`config.mk`:
```
export PLATFORM = sky130hd
export DESIGN_NAME = sub_serial4
export DESIGN_NICKNAME = d
export VERILOG_FILES = /design/src/rtl/sub_serial4.sv
export SDC_FILE = /design/constraint.sdc
export NUM_CORES = 1
export LEC_CHECK = 0
export CAP_MARGIN = 20
export CORE_UTILIZATION = 55
export DETAILED_ROUTE_END_ITERATION = 8
export PLACE_DENSITY = 0.86
export SLEW_MARGIN = 25
export SYNTH_ARGS = -nofsm -noshare
export SYNTH_HDL_FRONTEND = slang
export SYNTH_SLANG_ARGS = --single-unit
```
`constraint.sdc`:
```
create_clock -name clk -period 7.4 [get_ports clk]
set_input_delay 2.22 -clock clk [delete_from_list [all_inputs] [get_ports clk]]
set_output_delay 2.22 -clock clk [all_outputs]
set_load 0.01 [all_outputs]
```
`src/rtl/sub_serial4.sv`:
```
// Nibble-serial subtractor: D = A - B - BI, four bits per clock, registered borrow chain.
// Optional signed-overflow output is enabled by defining SUB_SERIAL_OVF_EN.
module sub_serial4 #(
    parameter int WIDTH = 32
) (
    input  logic             clk,
    input  logic             rst_n,
    input  logic             start,
    input  logic [WIDTH-1:0] a,
    input  logic [WIDTH-1:0] b,
    input  logic             bi,
    output logic             busy,
    output logic             done,
    output logic [WIDTH-1:0] d,
    output logic             bo
`ifdef SUB_SERIAL_OVF_EN
    ,
    output logic             ovf
`endif
);

    localparam int NIB  = WIDTH / 4;
    localparam int IDXW = (NIB > 1) ? $clog2(NIB) : 1;
    localparam logic [IDXW-1:0] LAST_IDX = IDXW'(NIB - 1);

    typedef enum logic [1:0] {
        ST_IDLE = 2'd0,
        ST_BUSY = 2'd1,
        ST_DONE = 2'd2
    } state_t;

    state_t            state_q, state_d;
    logic [IDXW-1:0]   idx_q, idx_d;
    logic [WIDTH-1:0]  a_q, a_d;
    logic [WIDTH-1:0]  b_q, b_d;
    logic              c_q, c_d;
    logic [WIDTH-1:0]  d_q, d_d;
    logic              bo_q, bo_d;
    logic              busy_q, busy_d;
    logic              done_q, done_d;
    logic [3:0]        a_nib_s;
    logic [3:0]        b_nib_s;
    logic [4:0]        sum_s;
`ifdef SUB_SERIAL_OVF_EN
    logic              ovf_q, ovf_d;
    logic [3:0]        low_s;
`endif

    // Next-state, datapath step and registered-output decode.
    always_comb begin
        state_d = state_q;
        idx_d   = idx_q;
        a_d     = a_q;
        b_d     = b_q;
        c_d     = c_q;
        d_d     = d_q;
        bo_d    = bo_q;
`ifdef SUB_SERIAL_OVF_EN
        ovf_d   = ovf_q;
`endif
        a_nib_s = a_q[{idx_q, 2'b00} +: 4];
        b_nib_s = b_q[{idx_q, 2'b00} +: 4];
        // Subtraction as A + ~B + carry, where the initial carry is ~BI.
        sum_s   = {1'b0, a_nib_s} + {1'b0, ~b_nib_s} + {4'b0000, c_q};
`ifdef SUB_SERIAL_OVF_EN
        low_s   = {1'b0, a_nib_s[2:0]} + {1'b0, ~b_nib_s[2:0]} + {3'b000, c_q};
`endif

        case (state_q)
            ST_IDLE: begin
                if (start) begin
                    a_d     = a;
                    b_d     = b;
                    c_d     = ~bi;
                    idx_d   = {IDXW{1'b0}};
                    state_d = ST_BUSY;
                end else begin
                    state_d = ST_IDLE;
                end
            end
            ST_BUSY: begin
                d_d[{idx_q, 2'b00} +: 4] = sum_s[3:0];
                c_d = sum_s[4];
                if (idx_q == LAST_IDX) begin
                    bo_d    = ~sum_s[4];
`ifdef SUB_SERIAL_OVF_EN
                    ovf_d   = low_s[3] ^ sum_s[4];
`endif
                    idx_d   = {IDXW{1'b0}};
                    state_d = ST_DONE;
                end else begin
                    idx_d   = idx_q + 1'b1;
                    state_d = ST_BUSY;
                end
            end
            ST_DONE: begin
                if (start) begin
                    a_d     = a;
                    b_d     = b;
                    c_d     = ~bi;
                    idx_d   = {IDXW{1'b0}};
                    state_d = ST_BUSY;
                end else begin
                    state_d = ST_IDLE;
                end
            end
            default: begin
                state_d = ST_IDLE;
            end
        endcase

        busy_d = (state_d == ST_BUSY);
        done_d = (state_d == ST_DONE);
    end

    // State, operand and result registers.
    always_ff @(posedge clk or negedge rst_n) begin
        if (!rst_n) begin
            state_q <= ST_IDLE;
            idx_q   <= {IDXW{1'b0}};
            a_q     <= {WIDTH{1'b0}};
            b_q     <= {WIDTH{1'b0}};
            c_q     <= 1'b0;
            d_q     <= {WIDTH{1'b0}};
            bo_q    <= 1'b0;
            busy_q  <= 1'b0;
            done_q  <= 1'b0;
`ifdef SUB_SERIAL_OVF_EN
            ovf_q   <= 1'b0;
`endif
        end else begin
            state_q <= state_d;
            idx_q   <= idx_d;
            a_q     <= a_d;
            b_q     <= b_d;
            c_q     <= c_d;
            d_q     <= d_d;
            bo_q    <= bo_d;
            busy_q  <= busy_d;
            done_q  <= done_d;
`ifdef SUB_SERIAL_OVF_EN
            ovf_q   <= ovf_d;
`endif
        end
    end

    assign busy = busy_q;
    assign done = done_q;
    assign d    = d_q;
    assign bo   = bo_q;
`ifdef SUB_SERIAL_OVF_EN
    assign ovf  = ovf_q;
`endif

endmodule

```
==> results of run 1 <==
-- cells in the final DEF, fill, tap and decap left out, types with 3 or more instances in the layout --
cell type,Yosys,routed
o21ai_0,13,13
clkdlybuf4s50_1,0,101
nor2_1,7,7
buf_4,2,3
ha_1,7,7
dfrtp_1,105,104
nand2_1,30,30
mux4_1,16,16
nor2b_1,5,4
clkbuf_8,0,9
mux2i_1,5,5
mux2_2,82,82
inv_1,7,7
and2_1,4,4
-- layer usage --
layer | GRT usage (%) | vias up
met5 | 0 | -
met4 | 9.60 | 0
met3 | 4.11 | 15
met2 | 35.6 | 91
met1 | 30.3 | 1473
li1 | - | 1363
-- flip-flops by register name (all words and copies together), names as in the netlist --
register and flops:
c_q 1, busy 1, d 32, b_q 32
idx_q 3, bo 1, done 1, state_q 2
a_q 32
-- final cells by class --
class / count / share of cell area, %
Multi-Input combinational cell: 193 / 32.9
Inverter: 8 / 0.499
Clock buffer: 9 / 2.06
Timing Repair Buffer: 105 / 17.4
Sequential cell: 105 / 43.7
Tap cell: 105 / 2.18
Clock inverter: 7 / 1.29
-- worst min path at each step --
stage,to,cells past startpoint
after floorplan,a_q[20]$_DFFE_PN0P_,1
after global placement,d[21]$_DFFE_PN0P_,2
after detailed placement,d[0]$_DFFE_PN0P_,2
after CTS,d[0]$_DFFE_PN0P_,2
after global routing,d[20]$_DFFE_PN0P_,2
final,d[5]$_DFFE_PN0P_,2
-- cell families after synthesis --
| logic type | synth area share [%] |
|---|---|
| flip-flops | 55.8 |
| multiplexers | 29.6 |
| AND/OR/NAND/NOR | 6.01 |
| AO/OA/AOI/OAI | 3.19 |
| buffers and inverters | 2.26 |
| adder cells (fa/ha/maj) | 2.71 |
| XOR/XNOR | 0.372 |
-- worst reg2reg max path, delay by kind of cell (launching register included) --
kind,cells,cell delay (ps)
multiplexers,2,970
flip-flops,1,780
adder cells (fa/ha/maj),2,820
XOR/XNOR,1,600
AND/OR/NAND/NOR,2,160
-- stage by stage --
| stage | cell area, sq um | util (%) |
|---|---|---|
| finish | 6020 | 72.8 |
| global route | 6020 | 72.8 |
| CTS | 6010 | 72.8 |
| detailed placement | 5810 | 70.3 |
| global placement | 5810 | 70.3 |
| floorplan | 4710 | - |
-- power by group --
group / internal [mW] / leakage (nW) / total [mW] / switching (mW)
Combinational: 0.777 / 1.22 / 1.49 / 0.715
Clock: 0.159 / 0.100 / 0.360 / 0.201
Sequential: 0.860 / 1.26 / 1.04 / 0.179
Total: 1.80 / 2.58 / 2.89 / 1.09
==> flow_metrics.py, run 1 <==
metrics = {
    "run_status": {
        "outcome": "finished clean",
    },
    "clock_network": {
        "clockBufferDepth": 2,
        "post_cts_buffers": 0,
        "h-tree-depth": 3,
        "cts.sinks": 105,
        "cts_resized": 0,
        "insertion_delay_ps": 370,
        "cts.clk_slew.worst_paths_ps": 90,
        "cts_tree": "done",
        "ctsHoldBuffers": 0,
        "cts-root-buf": "clkbuf_8",
        "numCtsBuffers": 9,
    },
    "placed_design": {
        "place.gp.congestion": 0.757,
        "dp_cells": 516,
        "io_buffers": 102,
        "dpl_worst_slack_ps": 3070,
        "dp_hpwl_um": 6600,
    },
    "final_layout": {
        "drive_above_1_share_pct": 25.8,
        "antennaDiodeCount": 0,
        "instances_no_fill": 532,
        "nFillCells": 560,
        "multi_input_area_sq_um": 1980,
        "seq_area_sq_um": 2630,
        "nNetsFinal": 499,
        "syn_to_final_growth_pct": 27.8,
    },
    "global_route": {
        "grt_pass1_wl_um": 14700,
        "grt_max_degree": 82,
        "grt_pass1_vias": 2963,
        "grt_antenna_before_repair": 0,
        "grt_overflow": 0,
        "grt_use_total_pct": 22.3,
    },
    "worst_setup_path": {
        "crit_family": "buffers and inverters",
        "cp-endpoint": "a_q[20]$_DFFE_PN0P_",
        "startpoint": "start",
        "path_depth": 4,
        "cp_num_buf_inv": 2,
        "rrSetupSlack_ps": 4010,
        "crit_type": "input pin to flip-flop",
        "required_ps": 7650,
        "critPathArrivalTime_ps": 4200,
        "crit_chain": "clkdlybuf4s50_1 -> nor2b_4 -> buf_4 -> mux2_2",
        "worst-path-max-fanout": 50,
        "worst_setup_path_start_kind": "input pin",
        "r2r_start": "idx_q[0]$_DFFE_PN0P_",
        "r2r-end": "d[10]$_DFFE_PN0P_",
        "slowest_delay_ps": 590,
        "end_kind": "flip-flop",
        "rr_worst_depth": 7,
        "slowest_stage": "buf_4",
    },
    "synth": {
        "syn_nets": 395,
        "synth_top_area_cell": "dfrtp_1",
        "synth_edf_count": 0,
        "synth.distinct_cells": 34,
        "post-synth-top-count-cell": "dfrtp_1",
        "synthesis.area_sq_um": 4710,
        "async_flop_share_pct": 100,
        "synth-seq-area-share_pct": 55.8,
        "ys_ff_latch": 105,
        "synth_area_per_cell_sq_um": 14.8,
        "synthTopCellsByArea": "dfrtp_1 (56%), mux2_2 (20%), mux4_1 (8.9%)",
        "synth_common_cells": "dfrtp_1 (105), mux2_2 (82), nand2_1 (30)",
        "yosysWarnings": 0,
        "yosysTopAreaCellShare_pct": 55.8,
        "synth_flop_cell": "dfrtp_1",
        "syn_inst": 318,
    },
    "sta": {
        "relSlewSlack_pct": 51.6,
        "tns_ps": 0,
        "finalHoldViolCount": 0,
        "fmax_mhz": 253,
        "finClkSkew_ps": 12.8,
        "setup-violations-final": 0,
        "whs_ps": 492,
        "min_period_over_period_pct": 53.4,
        "rsz0062_at_grt": "false",
        "setup_slack_ps": 3450,
        "tightest_slew_ps": 720,
        "final-max-slew-violation-count": 0,
        "post-route-min-period_ps": 3950,
    },
    "floorplanning": {
        "die_h_um": 94.5,
        "num_rows": 33,
        "ioPinCount": 103,
        "die_w_um": 94.5,
        "fp.dieArea_sq_um": 8930,
        "core_sq_um": 8260,
        "initial_core_util_pct": 57.0,
    },
    "detailed_routing": {
        "vias_per_cell": 5.53,
        "antenna_left": 0,
        "wl_per_cell_um": 17.1,
        "drt_wl_total_um": 9120,
        "drt_iter0_markers": 110,
        "wl_met3_um": 435,
        "drtPass1Iterations": 4,
        "top_layer_used": "met4",
        "vias": 2942,
        "drcViolationCount": 0,
        "wl_met1_um": 4040,
        "met2_length_um": 4480,
    },
    "power_and_ir_drop": {
        "power_density_nw_per_um2": 480,
        "p_leak_nw": 2.58,
        "ir_drop_mv": 0.305,
        "power.total_mw": 2.89,
    },
    "worst_hold_path": {
        "min_from": "d[5]$_DFFE_PN0P_",
        "min_path_type": "flip-flop to flip-flop",
    },
    "job": {
        "drv_cap": 0,
    },
}
Power figures use the tool's default switching activity.
==> run 2: changes to the inputs <==
CORE_UTILIZATION = 46   (was 55)
PLACE_DENSITY = 0.77   (was 0.86)
clock period = 3.2 ns   (was 7.4 ns; I/O delays follow)
==> flow_metrics.py, run 2 (synthesis gave the netlist of run 1 again) <==
metrics = {
    "sta": {
        "setup-violations-final": 0,
        "post-route-min-period_ps": 2920,
        "fmax_mhz": 343,
        "setup_slack_ps": 281,
        "finalHoldViolCount": 0,
        "min_period_over_period_pct": 91.2,
        "tightest_slew_ps": 579,
        "rsz0062_at_grt": "false",
        "final-max-slew-violation-count": 0,
        "relSlewSlack_pct": 61.4,
        "tns_ps": 0,
        "finClkSkew_ps": 11.5,
    },
    "final_layout": {
        "final_util_pct": 62.1,
        "nNetsFinal": 504,
        "final_cell_mix": "dfrtp_1 (105), clkdlybuf4s50_1 (101), mux2_2 (82), nand2_1 (30), mux4_1 (16)",
        "syn_to_final_growth_pct": 30.2,
        "instances_no_fill": 564,
        "layout_commonest_cell": "dfrtp_1",
        "drive_above_1_share_pct": 26.7,
        "antennaDiodeCount": 0,
    },
    "worst_setup_path": {
        "worst-path-max-fanout": 10,
        "end_kind": "flip-flop",
        "required_ps": 3460,
        "crit_type": "flip-flop to flip-flop",
        "critPathArrivalTime_ps": 3180,
        "worst_setup_path_start_kind": "flip-flop",
    },
    "floorplanning": {
        "die_h_um": 103,
        "die_w_um": 103,
        "initial_core_util_pct": 47.7,
        "num_rows": 36,
        "ioPinCount": 103,
        "fp.dieArea_sq_um": 10600,
        "core_sq_um": 9860,
    },
    "clock_network": {
        "cts.sinks": 105,
        "cts-root-buf": "clkbuf_8",
        "cts.clk_slew.worst_paths_ps": 100,
        "h-tree-depth": 3,
        "cts_tree": "done",
        "numCtsBuffers": 9,
        "insertion_delay_ps": 370,
        "post_cts_buffers": 0,
        "clockBufferDepth": 2,
    },
    "power_and_ir_drop": {
        "power_density_nw_per_um2": 1120,
        "ir_drop_mv": 0.576,
        "power.total_mw": 6.86,
        "p_leak_nw": 2.61,
    },
    "detailed_routing": {
        "drcViolationCount": 0,
        "wl_per_cell_um": 17.0,
        "drt_iter0_markers": 67,
        "vias": 2933,
        "drtPass1Iterations": 4,
        "antenna_left": 0,
        "drt_wl_total_um": 9570,
        "vias_per_cell": 5.20,
    },
    "placed_design": {
        "dp_hpwl_um": 7000,
        "io_buffers": 102,
        "dp_cells": 549,
        "dpl_worst_slack_ps": 66.3,
        "place.gp.congestion": 0.729,
    },
    "global_route": {
        "grt_overflow": 0,
        "grt_antenna_before_repair": 0,
        "grt_use_total_pct": 19.5,
        "grt_max_degree": 106,
        "grt_pass1_wl_um": 15500,
        "grt_pass1_vias": 3125,
    },
    "worst_hold_path": {
        "min_path_type": "flip-flop to flip-flop",
    },
    "run_status": {
        "outcome": "finished clean",
    },
    "job": {
        "drv_cap": 0,
    },
}
-- run 2: cell count changes in the layout (fill, tap and decap cells not counted), sizes merged --
cell,change
clkbuf,+2
inv,-2
buf,+5
clkinvlp,+2
clkinv,-3
-- run 2: repair_timing --
action,in CTS,in global routing
resized for setup,0,2
setup endpoints to repair,0,9
hold buffers,0,0
-- run 2: layer usage --
layer	track usage [%]	vias to the layer above	share of wire (%)	wire [um]
met3	4.34	11	4.0	380
met5	0	-	0	0
met2	32.2	87	48	4640
li1	-	1371	-	-
met4	6.39	0	1.1	109
met1	25.8	1464	46	4440
-- run 2: worst max-delay path, cell delays in order, from the launching register on --
cell     delay [ps]
dfrtp_1         650
mux4_1          610
nand2_1          80
nand2_1          70
fa_1            410
fa_1            440
nor2b_1         130
o21a_1          110
nor2_1           60
mux2_2          260
-- run 2: power by group --
| part | switching, mW | leakage, nW | total, mW | internal [mW] |
|---|---|---|---|---|
| Combinational | 1.69 | 1.25 | 3.60 | 1.90 |
| Clock | 0.439 | 0.0937 | 0.839 | 0.400 |
| Sequential | 0.437 | 1.26 | 2.43 | 1.99 |
| Total | 2.57 | 2.61 | 6.86 | 4.30 |
-- run 2: stage by stage --
step                cell area [sq um]  hold WS [ps]
global route                     6130           519
detailed placement               5910           471
floorplan                        4710           472
finish                           6130           485
global placement                 5910           462
CTS                              6110           493
-- run 2: final cells by class --
class | instances | area, sq um
Inverter | 8 | 30.0
Multi-Input combinational cell | 193 | 1990
Timing Repair Buffer | 110 | 1100
Fill cell | 746 | 3740
Tap cell | 133 | 166
Sequential cell | 105 | 2630
Clock buffer | 11 | 151
Clock inverter | 4 | 52.6
-- run 2: final timing paths --
path                                        to  slack (ps)                 start  cells past startpoint
max                             bo$_DFFE_PN0P_         280  idx_q[0]$_DFFE_PN0P_                      9
min                          d[20]$_DFFE_PN0P_         490     d[20]$_DFFE_PN0P_                      2
max reg2reg                     bo$_DFFE_PN0P_         280  idx_q[0]$_DFFE_PN0P_                      9
min reg2reg                  d[20]$_DFFE_PN0P_         490     d[20]$_DFFE_PN0P_                      2
max in group asynchronous  a_q[18]$_DFFE_PN0P_        2110                 rst_n                      2
min in group asynchronous  a_q[13]$_DFFE_PN0P_         610                 rst_n                      2
